File: config.mk
export PLATFORM = sky130hd
export DESIGN_NAME = mem_arbiter
export DESIGN_NICKNAME = d
export VERILOG_FILES = /design/src/rtl/mem_arbiter.sv
export SDC_FILE = /design/constraint.sdc
export NUM_CORES = 1
export LEC_CHECK = 0
export BUFFER_PORTS_ARGS = -buffer_cell sky130_fd_sc_hd__buf_2
export CORE_AREA = 2 2 214 216
export CTS_BUF_LIST = sky130_fd_sc_hd__clkbuf_8 sky130_fd_sc_hd__clkbuf_16
export DETAILED_ROUTE_END_ITERATION = 16
export DIE_AREA = 0 0 216 218
export SLEW_MARGIN = 20
export SYNTH_ARGS = -nofsm -noshare
export SYNTH_HDL_FRONTEND = slang
export SYNTH_SLANG_ARGS = --single-unit
File: constraint.sdc
create_clock -name clk -period 3.25 [get_ports clk]
set_input_delay 0.65 -clock clk [delete_from_list [all_inputs] [get_ports clk]]
set_output_delay 0.65 -clock clk [all_outputs]
set_load 0.05 [all_outputs]
File: src/rtl/mem_arbiter.sv
// mem_arbiter: shares one single-port memory between the instruction fetch
// unit (IFU) and the load/store unit (LSU). Round-robin grant, one outstanding
// transaction, request fields latched at grant, response routed to the owner,
// optional response timeout that returns an error response.
module mem_arbiter #(
   parameter int ADDR_W  = 64,
   parameter int DATA_W  = 64,
   parameter int TIMEOUT = 255
) (
   input  logic                clk,
   input  logic                rst,
   // IFU port (read only)
   input  logic                ifu_req_valid,
   output logic                ifu_req_ready,
   input  logic [ADDR_W-1:0]   ifu_req_addr,
   output logic                ifu_resp_valid,
   output logic [DATA_W-1:0]   ifu_resp_data,
   output logic                ifu_resp_err,
   // LSU port
   input  logic                lsu_req_valid,
   output logic                lsu_req_ready,
   input  logic [ADDR_W-1:0]   lsu_req_addr,
   input  logic                lsu_req_wen,
   input  logic [DATA_W-1:0]   lsu_req_wdata,
   input  logic [DATA_W/8-1:0] lsu_req_wmask,
   output logic                lsu_resp_valid,
   output logic [DATA_W-1:0]   lsu_resp_data,
   output logic                lsu_resp_err,
   // memory port
   output logic                mem_req_valid,
   input  logic                mem_req_ready,
   output logic [ADDR_W-1:0]   mem_req_addr,
   output logic                mem_req_wen,
   output logic [DATA_W-1:0]   mem_req_wdata,
   output logic [DATA_W/8-1:0] mem_req_wmask,
   input  logic                mem_resp_valid,
   input  logic [DATA_W-1:0]   mem_resp_data
);

   localparam int MASK_W = DATA_W / 8;
   // Timer is at least 8 bits and always wide enough to hold TIMEOUT.
   localparam int TMR_W  = ($clog2(TIMEOUT + 1) > 8) ? $clog2(TIMEOUT + 1) : 8;

   localparam logic [1:0] ST_IDLE = 2'd0;
   localparam logic [1:0] ST_REQ  = 2'd1;
   localparam logic [1:0] ST_WAIT = 2'd2;

   localparam logic OWN_IFU = 1'b0;
   localparam logic OWN_LSU = 1'b1;

   localparam logic [TMR_W-1:0] TMR_MAX   = '1;
   localparam logic [TMR_W-1:0] TMR_LIMIT = TMR_W'(TIMEOUT);

   logic [1:0]        state_q, state_d;
   logic              owner_q, owner_d;
   logic              last_grant_q, last_grant_d;
   logic [TMR_W-1:0]  timer_q, timer_d;
   logic [ADDR_W-1:0] addr_q, addr_d;
   logic              wen_q, wen_d;
   logic [DATA_W-1:0] wdata_q, wdata_d;
   logic [MASK_W-1:0] wmask_q, wmask_d;

   logic grant_ifu, grant_lsu;
   logic in_idle, in_req, in_wait;
   logic timeout_hit, resp_fire;

   // Round-robin: a lone requester always wins; on a tie the requester that
   // was not granted last time wins.
   assign grant_ifu = ifu_req_valid && (!lsu_req_valid || last_grant_q == OWN_LSU);
   assign grant_lsu = lsu_req_valid && (!ifu_req_valid || last_grant_q == OWN_IFU);

   // Handshake and response outputs are held low while reset is asserted.
   assign in_idle = !rst && state_q == ST_IDLE;
   assign in_req  = !rst && state_q == ST_REQ;
   assign in_wait = !rst && state_q == ST_WAIT;

   // A real response in the expiry cycle takes priority over the timeout.
   assign timeout_hit = (TIMEOUT != 0) && in_wait && (timer_q == TMR_LIMIT) && !mem_resp_valid;
   assign resp_fire   = in_wait && (mem_resp_valid || timeout_hit);

   assign ifu_req_ready = in_idle && grant_ifu;
   assign lsu_req_ready = in_idle && grant_lsu;

   assign mem_req_valid = in_req;
   assign mem_req_addr  = addr_q;
   assign mem_req_wen   = wen_q;
   assign mem_req_wdata = wdata_q;
   assign mem_req_wmask = wmask_q;

   // Memory data is passed only on a genuine response; timeout responses carry zero.
   assign ifu_resp_valid = resp_fire && owner_q == OWN_IFU;
   assign ifu_resp_err   = ifu_resp_valid && timeout_hit;
   assign ifu_resp_data  = (ifu_resp_valid && mem_resp_valid) ? mem_resp_data : '0;

   assign lsu_resp_valid = resp_fire && owner_q == OWN_LSU;
   assign lsu_resp_err   = lsu_resp_valid && timeout_hit;
   assign lsu_resp_data  = (lsu_resp_valid && mem_resp_valid) ? mem_resp_data : '0;

   // Next-state logic: grant and latch in IDLE, issue in REQ, wait/time out in WAIT.
   always_comb begin
      // NOTE: every variable gets a hold default first so no path leaves it
      // unassigned, which would otherwise infer a latch.
      state_d      = state_q;
      owner_d      = owner_q;
      last_grant_d = last_grant_q;
      timer_d      = timer_q;
      addr_d       = addr_q;
      wen_d        = wen_q;
      wdata_d      = wdata_q;
      wmask_d      = wmask_q;
      case (state_q)
         ST_IDLE: begin
            if (grant_ifu) begin
               owner_d      = OWN_IFU;
               last_grant_d = OWN_IFU;
               addr_d       = ifu_req_addr;
               wen_d        = 1'b0;
               wdata_d      = '0;
               wmask_d      = '0;
               state_d      = ST_REQ;
            end else if (grant_lsu) begin
               owner_d      = OWN_LSU;
               last_grant_d = OWN_LSU;
               addr_d       = lsu_req_addr;
               wen_d        = lsu_req_wen;
               wdata_d      = lsu_req_wdata;
               wmask_d      = lsu_req_wmask;
               state_d      = ST_REQ;
            end
         end
         ST_REQ: begin
            if (mem_req_ready) begin
               timer_d = '0;
               state_d = ST_WAIT;
            end
         end
         ST_WAIT: begin
            if (timer_q != TMR_MAX) begin
               timer_d = timer_q + 1'b1;
            end
            if (resp_fire) begin
               state_d = ST_IDLE;
            end
         end
         default: state_d = ST_IDLE;
      endcase
   end

   // State registers with synchronous active-high reset.
   always_ff @(posedge clk) begin
      // NOTE: non-blocking assignments so every register samples the values
      // from before this edge, independent of statement order.
      if (rst) begin
         state_q      <= ST_IDLE;
         owner_q      <= OWN_IFU;
         last_grant_q <= OWN_LSU;
         timer_q      <= '0;
         addr_q       <= '0;
         wen_q        <= 1'b0;
         wdata_q      <= '0;
         wmask_q      <= '0;
      end else begin
         state_q      <= state_d;
         owner_q      <= owner_d;
         last_grant_q <= last_grant_d;
         timer_q      <= timer_d;
         addr_q       <= addr_d;
         wen_q        <= wen_d;
         wdata_q      <= wdata_d;
         wmask_q      <= wmask_d;
      end
   end

endmodule

Word-level counts from Yosys, hierarchy flattened

Index checks and enable logic that the tools add are counted.
Widths: inputs -> output; s select.

Register bits after elaboration: 149
Input port bits: 271
Output and inout bits: 272
Word-level logic and storage cells: 68

Add/subtract/negate cells: 1
Equality and inequality tests: 8
Muxes and demuxes: 20
Bitwise gates (word level): 2
Reduce and logical (&&, ||, !) cells: 29

Operators with widths:

| kind                | count |
|---|---|
| $mux 64             | 6 |
| $mux 8              | 4 |
| $logic_and 1x1->1   | 16 |
| $pmux 8 s2          | 1 |
| $add 8x1->8 const B | 1 |
| $eq 8x8->1 const B  | 1 |
| $mux 2              | 4 |
| $ne 8x8->1 const B  | 1 |
| $pmux 2 s3          | 1 |
| $reduce_and 3->1    | 2 |
| $logic_not 1->1     | 4 |
| $mux 1              | 4 |
| $ne 2x2->1 const B  | 2 |
| $reduce_bool 2->1   | 2 |
| $logic_or 1x1->1    | 3 |
| $ne 3x3->1 const B  | 1 |
| $eq 2x1->1 const B  | 1 |
| $eq 2x2->1 const B  | 1 |
| $logic_not 2->1     | 1 |
| $ne 2x1->1 const B  | 1 |
| $not 1->1           | 2 |
| $reduce_and 2->1    | 1 |

Longest topological paths before layout

Gate-level depths: netlist (run 1).

Word-level depth: 9
Depth in mapped cells: 6
Depth with buffers taken out: 4

Worst setup path before layout (run 1)

Ideal clock, no wire load.

Kind: input -> output
Start: input rst
End: output ifu_req_ready
Data arrival time: 2.717 ns
Required time: 2.600 ns
Slack: -0.117 ns
Cell stages on the path: 3
Path buffers: 2
Path through: clkbuf_1 > clkbuf_1 > nor4b_1

Cells in the longest elaborated chain, start to end: 3

RTL lines:

| item              | line | RTL |
|---|---|---|
| start, declared   | 11   | `input logic rst,` |
| $logic_not 1->1   | 73   | `assign in_idle = !rst && state_q == ST_IDLE;` |
| $logic_and 1x1->1 | 73   |  |
| $logic_and 1x1->1 | 81   | `assign ifu_req_ready = in_idle && grant_ifu;` |
| end, declared     | 14   | `output logic ifu_req_ready,` |

No other way between the ends.

Worst setup path in the final report (run 1)

Start: register state_q[1]
End: output ifu_resp_data[63]

Cells in the longest elaborated chain, start to end: 9

RTL lines:

| item                            | line | RTL |
|---|---|---|
| start, declared                 | 54   | `logic [1:0] state_q, state_d;` |
| start signal, assigned          | 163  | `state_q <= state_d;` |
| $eq 2x2->1 (*)                  | 75   | `assign in_wait = !rst && state_q == ST_WAIT;` |
| $logic_and 1x1->1 (*)           | 75   |  |
| $logic_and 1x1->1 (2 in series) | 78   | `assign timeout_hit = (TIMEOUT != 0) && in_wait && (timer_q == TMR_LIMIT) && !mem_resp_valid;` |
| $logic_or 1x1->1                | 79   | `assign resp_fire = in_wait && (mem_resp_valid \|\| timeout_hit);` |
| $logic_and 1x1->1 (*)           | 79   |  |
| $logic_and 1x1->1 (*)           | 91   | `assign ifu_resp_valid = resp_fire && owner_q == OWN_IFU;` |
| $logic_and 1x1->1 (*)           | 93   | `assign ifu_resp_data = (ifu_resp_valid && mem_resp_valid) ? mem_resp_data : '0;` |
| $mux 64 (*)                     | 93   |  |
| end, declared                   | 17   | `output logic [DATA_W-1:0] ifu_resp_data,` |

Every way passes the cells marked *; elsewhere a longest branch is shown, timed or not.

==> results.toml, run 1 <==
[routing]
drc_errors = 0
vias = 8706
wl_um = 30300
wl_per_cell_um = 15.1
drt_iter0_drc = 515
dr.pass1.iters = 5
routed_via_density = 4.32
ant_nets = 0

[placed_design]
port-buffer-count = 542
dp_slack_ns = 0.554
gp_congestion = 0.797
dp_hpwl_um = 21400

[worst_hold_path]
hp-class = "input pin to flip-flop"

[sta]
min_period_ns = 2.87
clock_skew_ns = 0.0138
worst_pin_slew_ns = 0.712
slew_viol_final = 0
rsz0062_at_grt = "no"
setup_viol_count_final = 0
period_share_pct = 88.2
setup_tns_ns = 0
fmax_ghz = 0.349
setup_ws_ns = 0.384
holdWs_ns = 0.431
slew_headroom_pct = 52.5
hold_viol_final = 0

[synthesis]
synth-compound-area-share_pct = 24.7
ys_ff_latch = 149
synth_cell_types = 44
syn_nets = 1193
synth_mux_area_share_pct = 0
synth_xor_area_share_pct = 0
avgSynthCellArea_um2 = 8.00
ys_warn_count = 0
ys_seq_area_share_pct = 40.5
synth_cells = 921
syn_area_mm2 = 0.00737
synth_fa_ha_area_share_pct = 0.170
synth-simple-area-share_pct = 24.1
synth_top_family_by_area = "compound AO/OA/AOI/OAI gates"

[power_and_ir_drop]
peakVddDrop_mv = 0.409
leakage_nw = 5.52
power_mw = 5.95
powerDensity_mw_per_mm2 = 526

[floorplanning]
core_mm2 = 0.0449
io_pins = 543
rows = 78
start_util_pct = 16.4
dieArea_mm2 = 0.0471
die_w_um = 216
die_h_um = 218

[critical_path]
critical_path.endpoint_type = "primary output"
cp_max_fo = 64
worst-r2r-setup-slack_ns = 1.21
crit_family = "simple AND/OR/NAND/NOR gates"
crit_type = "flip-flop to primary output"
cpPeakStageDelay_ns = 0.56
crit_chain = "or2b_1, nor3_4, buf_12, and2_1, buf_2"
slowest_stage = "dfxtp_1"
start_kind = "flip-flop"
required_ns = 2.60
crit_buf_inv = 2
crit_arrival_ns = 2.22

[global_routing]
grt_pass1_vias = 8073
gr-usage-all-layers_pct = 12.1
grt_start_max_net_pins = 79
grt-ovfl-total = 0
antenna_found_initial = 3
grt_pass1_wl_um = 44300

[clocking]
hold_buffers = 0
cts-resized-gates = 0
cts_max_path_buffers = 2
clkTransAtPathRegs_ns = 0.06
cts_tree = "yes"
cts_max_level = 4
clock_latency_ns = 0.47
clockRootBuffer = "clkbuf_16"
cts_sinks = 149
numCtsBuffers = 17
post_cts_buffers = 0

[layout]
synthToLayoutAreaGrowth_pct = 53.5
nFillCells = 4912
fin_util_pct = 25.2
final_common_cell = "buf_2"
fin_nets = 1671
layout_common_cells = "buf_2 (537), dfxtp_1 (149), a21oi_1 (144)"
layout-drive-gt1-share_pct = 42.8

[flow_run]
cap_violations = 0

[outcome]
status = "complete, no violations"
[worst reg2reg max path, cell delays in order, from the launching register on]
cell and delay (ns):
dfxtp_1 0.43, or2_4 0.39, nor3b_4 0.19, buf_4 0.54, a2111oi_0 0.34
[worst paths after layout]
| kind | cells past startpoint | from | to |
|---|---|---|---|
| max | 5 | state_q[1]$_SDFFE_PP0P_ | ifu_resp_data[63] |
| min | 3 | ifu_req_addr[8] | mem_req_addr[8]$_SDFFE_PP0P_ |
| max reg2reg | 4 | state_q[1]$_SDFFE_PP0P_ | mem_req_addr[29]$_SDFFE_PP0P_ |
| min reg2reg | 2 | mem_req_wdata[33]$_SDFFE_PP0P_ | mem_req_wdata[33]$_SDFFE_PP0P_ |
[cell usage after synthesis]
cell | n | area (um2)
dfxtp_1 | 149 | 2980
a21oi_1 | 144 | 721
and2_1 | 128 | 801
nand3_1 | 74 | 370
o21ai_0 | 74 | 370
nor3_1 | 71 | 355
inv_1 | 66 | 248
a2111oi_0 | 62 | 543
clkbuf_1 | 53 | 199
buf_2 | 21 | 105
buf_6 | 11 | 124
buf_4 | 7 | 52.6
nand2_1 | 7 | 26.3
a2111oi_2 | 4 | 60.1
a211oi_1 | 4 | 30.0
buf_1 | 3 | 11.3
clkbuf_8 | 3 | 41.3
nor2b_1 | 3 | 18.8
nor4_1 | 3 | 18.8
a21boi_0 | 2 | 15.0
a21o_1 | 2 | 15.0
a31o_2 | 2 | 17.5
a31oi_1 | 2 | 12.5
and4_1 | 2 | 17.5
nor2_1 | 2 | 7.51
nor3_4 | 2 | 32.5
or2_1 | 2 | 12.5
or2b_1 | 2 | 15.0
a211o_1 | 1 | 8.76
a21bo_2 | 1 | 10.0
a221o_1 | 1 | 10.0
a41oi_1 | 1 | 8.76
and2b_1 | 1 | 7.51
and3_1 | 1 | 6.26
and3b_1 | 1 | 8.76
and4b_1 | 1 | 10.0
ha_1 | 1 | 12.5
nand2b_1 | 1 | 6.26
nand4b_1 | 1 | 8.76
nor2_2 | 1 | 6.26
nor3b_4 | 1 | 18.8
nor4b_1 | 1 | 8.76
nor4bb_1 | 1 | 10.0
or2_2 | 1 | 6.26
[stage by stage]
| stage | instances | instance area, um2 |
|---|---|---|
| 3_5_place_dp | 1980 | 10600 |
| 5_1_grt | 2012 | 11300 |
| 3_3_place_gp | 1980 | 10600 |
| 6_report | 2013 | 11300 |
| 4_1_cts | 2012 | 11300 |
| 2_1_floorplan | 921 | 7380 |
[per-layer routing]
metal / wire, um / vias to the layer above / track usage (%)
li1: - / 4215 / -
met2: 14100 / 366 / 19.1
met5: 0 / - / 0
met1: 13000 / 4095 / 15.0
met4: 589 / 0 / 4.82
met3: 2620 / 30 / 4.17
[cell families after synthesis]
family | Yosys count
and+or+nand+nor | 307
AOI/OAI and AO/OA | 300
DFF | 149
adders and majority gates | 1
buffers and inverters | 164
[flip-flops by register name, indices dropped and copies added (netlist names)]
signal and cells:
mem_req_wmask 8, mem_req_addr 64, mem_req_wen 1, last_grant_q 1, owner_q 1, state_q 2, timer_q 8, mem_req_wdata 64
[cell type report]
cell class                 count  area (um2)  area share, %
antenna                        1        2.50         0.0221
clock buffer                  23         508           4.49
clock inverter                 9         194           1.71
inverter                      66         248           2.19
multi-input combinational    608        3640           32.2
sequential                   149        2980           26.4
tap                          600         751           6.64
timing repair buffer         557        2990           26.4
[power breakdown]
part | internal (mW) | switching (mW) | total, mW
sequential | 1.98 | 0.0785 | 2.06
clock | 1.56 | 0.838 | 2.39
combinational | 0.410 | 1.09 | 1.50
No activity file was read; power rests on OpenSTA's default activity.
==> inputs of run 2 (changes only) <==
--- a/config.mk
+++ b/config.mk
@@ -10,6 +10,7 @@
 export CTS_BUF_LIST = sky130_fd_sc_hd__clkbuf_8 sky130_fd_sc_hd__clkbuf_16
 export DETAILED_ROUTE_END_ITERATION = 16
 export DIE_AREA = 0 0 216 218
+export RECOVER_POWER = 100
 export SLEW_MARGIN = 20
 export SYNTH_ARGS = -nofsm -noshare
 export SYNTH_HDL_FRONTEND = slang
==> results.toml, run 2 (synthesis gave the netlist of run 1 again) <==
[placed_design]
dp_hpwl_um = 21400
dp.cells = 1980
port-buffer-count = 542
gp_congestion = 0.797

[clocking]
clock_latency_ns = 0.47
cts_max_path_buffers = 2
post_cts_buffers = 0
cts_max_level = 4
cts_sinks = 149
clkTransAtPathRegs_ns = 0.06
hold_buffers = 0
numCtsBuffers = 17
cts_tree = "yes"
clockRootBuffer = "clkbuf_16"
cts-resized-gates = 0

[routing]
drt_iter0_drc = 533
vias = 8656
wl_per_cell_um = 15.1
dr.pass1.iters = 4
wl_um = 30300
ant_nets = 0
routed_via_density = 4.30
drc_errors = 0

[critical_path]
crit_type = "flip-flop to primary output"
timing.rr.end = "mem_req_addr[29]$_SDFFE_PP0P_"
required_ns = 2.60
worst-r2r-setup-slack_ns = 0.49
worst-path-stages = 5
crit_chain = "ha_1, and4_1, nand2_1, nor4_1, clkbuf_2"
critPathCapture = "ifu_resp_err"
start_kind = "flip-flop"
reg2reg_from = "state_q[1]$_SDFFE_PP0P_"
critical_path.endpoint_type = "primary output"
cpPeakStageDelay_ns = 0.43
worstSetupStartpoint = "timer_q[0]$_SDFFE_PP0P_"
crit_family = "simple AND/OR/NAND/NOR gates"
cp_max_fo = 10
reg2reg_depth = 4
slowest_stage = "and4_1"
crit_arrival_ns = 2.22
crit_buf_inv = 1

[floorplanning]
core_mm2 = 0.0449
start_util_pct = 16.4
die_h_um = 218
die_w_um = 216
rows = 78
dieArea_mm2 = 0.0471
io_pins = 543

[sta]
setup_viol_count_final = 0
slew_headroom_pct = -13.0
min_period_ns = 2.87
worst_pin_slew_ns = 1.69
period_share_pct = 88.4
slew_viol_final = 79
setup_tns_ns = 0
clock_skew_ns = 0.0142
hold_viol_final = 0
fmax_ghz = 0.348
rsz0062_at_grt = "no"

[layout]
layout_common_cells = "buf_2 (298), dfxtp_1 (149), a21oi_1 (144)"
stdcell_count = 2012
layout-drive-gt1-share_pct = 32.3
final_common_cell = "buf_2"
synthToLayoutAreaGrowth_pct = 50.3
diodes = 0
fin_nets = 1671

[outcome]
status = "complete, but fails checks"
violations = "capacitance limit, slew limit"

[global_routing]
grt_pass1_vias = 8073
grt-ovfl-total = 0
grt_pass1_wl_um = 44300
antenna_found_initial = 3
gr-usage-all-layers_pct = 12.1
grt_start_max_net_pins = 79

[power_and_ir_drop]
leakage_nw = 4.85
peakVddDrop_mv = 0.409
powerDensity_mw_per_mm2 = 533
power_mw = 5.90

[worst_hold_path]
hp-class = "input pin to flip-flop"

[flow_run]
cap_violations = 1
-- run 2: report_power, final --
group          switching (mW)  total [mW]  internal, mW
Clock                   0.839        2.40          1.56
Sequential             0.0811        2.06          1.98
Combinational            1.09        1.44         0.356
Total                    2.01        5.90          3.89
-- run 2: per-layer routing --
metal	GRT usage, %	up-vias	part of all wire (%)
met3	4.17	34	8.1
met2	19.1	351	46
met5	0	-	0
li1	-	4210	-
met4	4.82	0	2.1
met1	15.0	4061	44
-- run 2: worst reg2reg max path, delay by kind of cell (launching register included) --
family	cells	cell delay (ns)
buffers and inverters	1	0.70
DFF	1	0.51
AOI/OAI and AO/OA	1	0.77
and+or+nand+nor	2	0.64
-- run 2: how the worst min path moves through the flow --
stage	startpoint	endpoint	slack, ns	cells past startpoint
after detailed placement	mem_req_wmask[2]$_SDFFE_PP0P_	mem_req_wmask[2]$_SDFFE_PP0P_	0.46	2
after global placement	mem_req_wdata[27]$_SDFFE_PP0P_	mem_req_wdata[27]$_SDFFE_PP0P_	0.45	2
after global routing	lsu_req_wdata[24]	mem_req_wdata[24]$_SDFFE_PP0P_	0.40	3
final	lsu_req_wdata[48]	mem_req_wdata[48]$_SDFFE_PP0P_	0.43	3
after floorplan	timer_q[7]$_SDFFE_PP0P_	timer_q[7]$_SDFFE_PP0P_	0.46	1
after CTS	lsu_req_wdata[44]	mem_req_wdata[44]$_SDFFE_PP0P_	0.38	3
-- run 2: cell type report --
class	instances	area [um2]
flip-flops and latches	149	2980
fillers	4994	33800
well taps	600	751
clock buffers	23	508
clock inverters	9	194
inverters	66	248
repair buffers	557	2780
multi-input cells	608	3610
-- run 2: metrics by stage --
stage	util [%]	hold WS (ns)	setup slack, ns	area (um2)
3_5_place_dp	23.6	0.463	0.554	10600
5_1_grt	24.7	0.404	0.186	11100
6_report	24.7	0.432	0.377	11100
3_3_place_gp	23.6	0.455	0.603	10600
4_1_cts	25.2	0.378	0.353	11300
2_1_floorplan	-	0.455	0.0505	7380
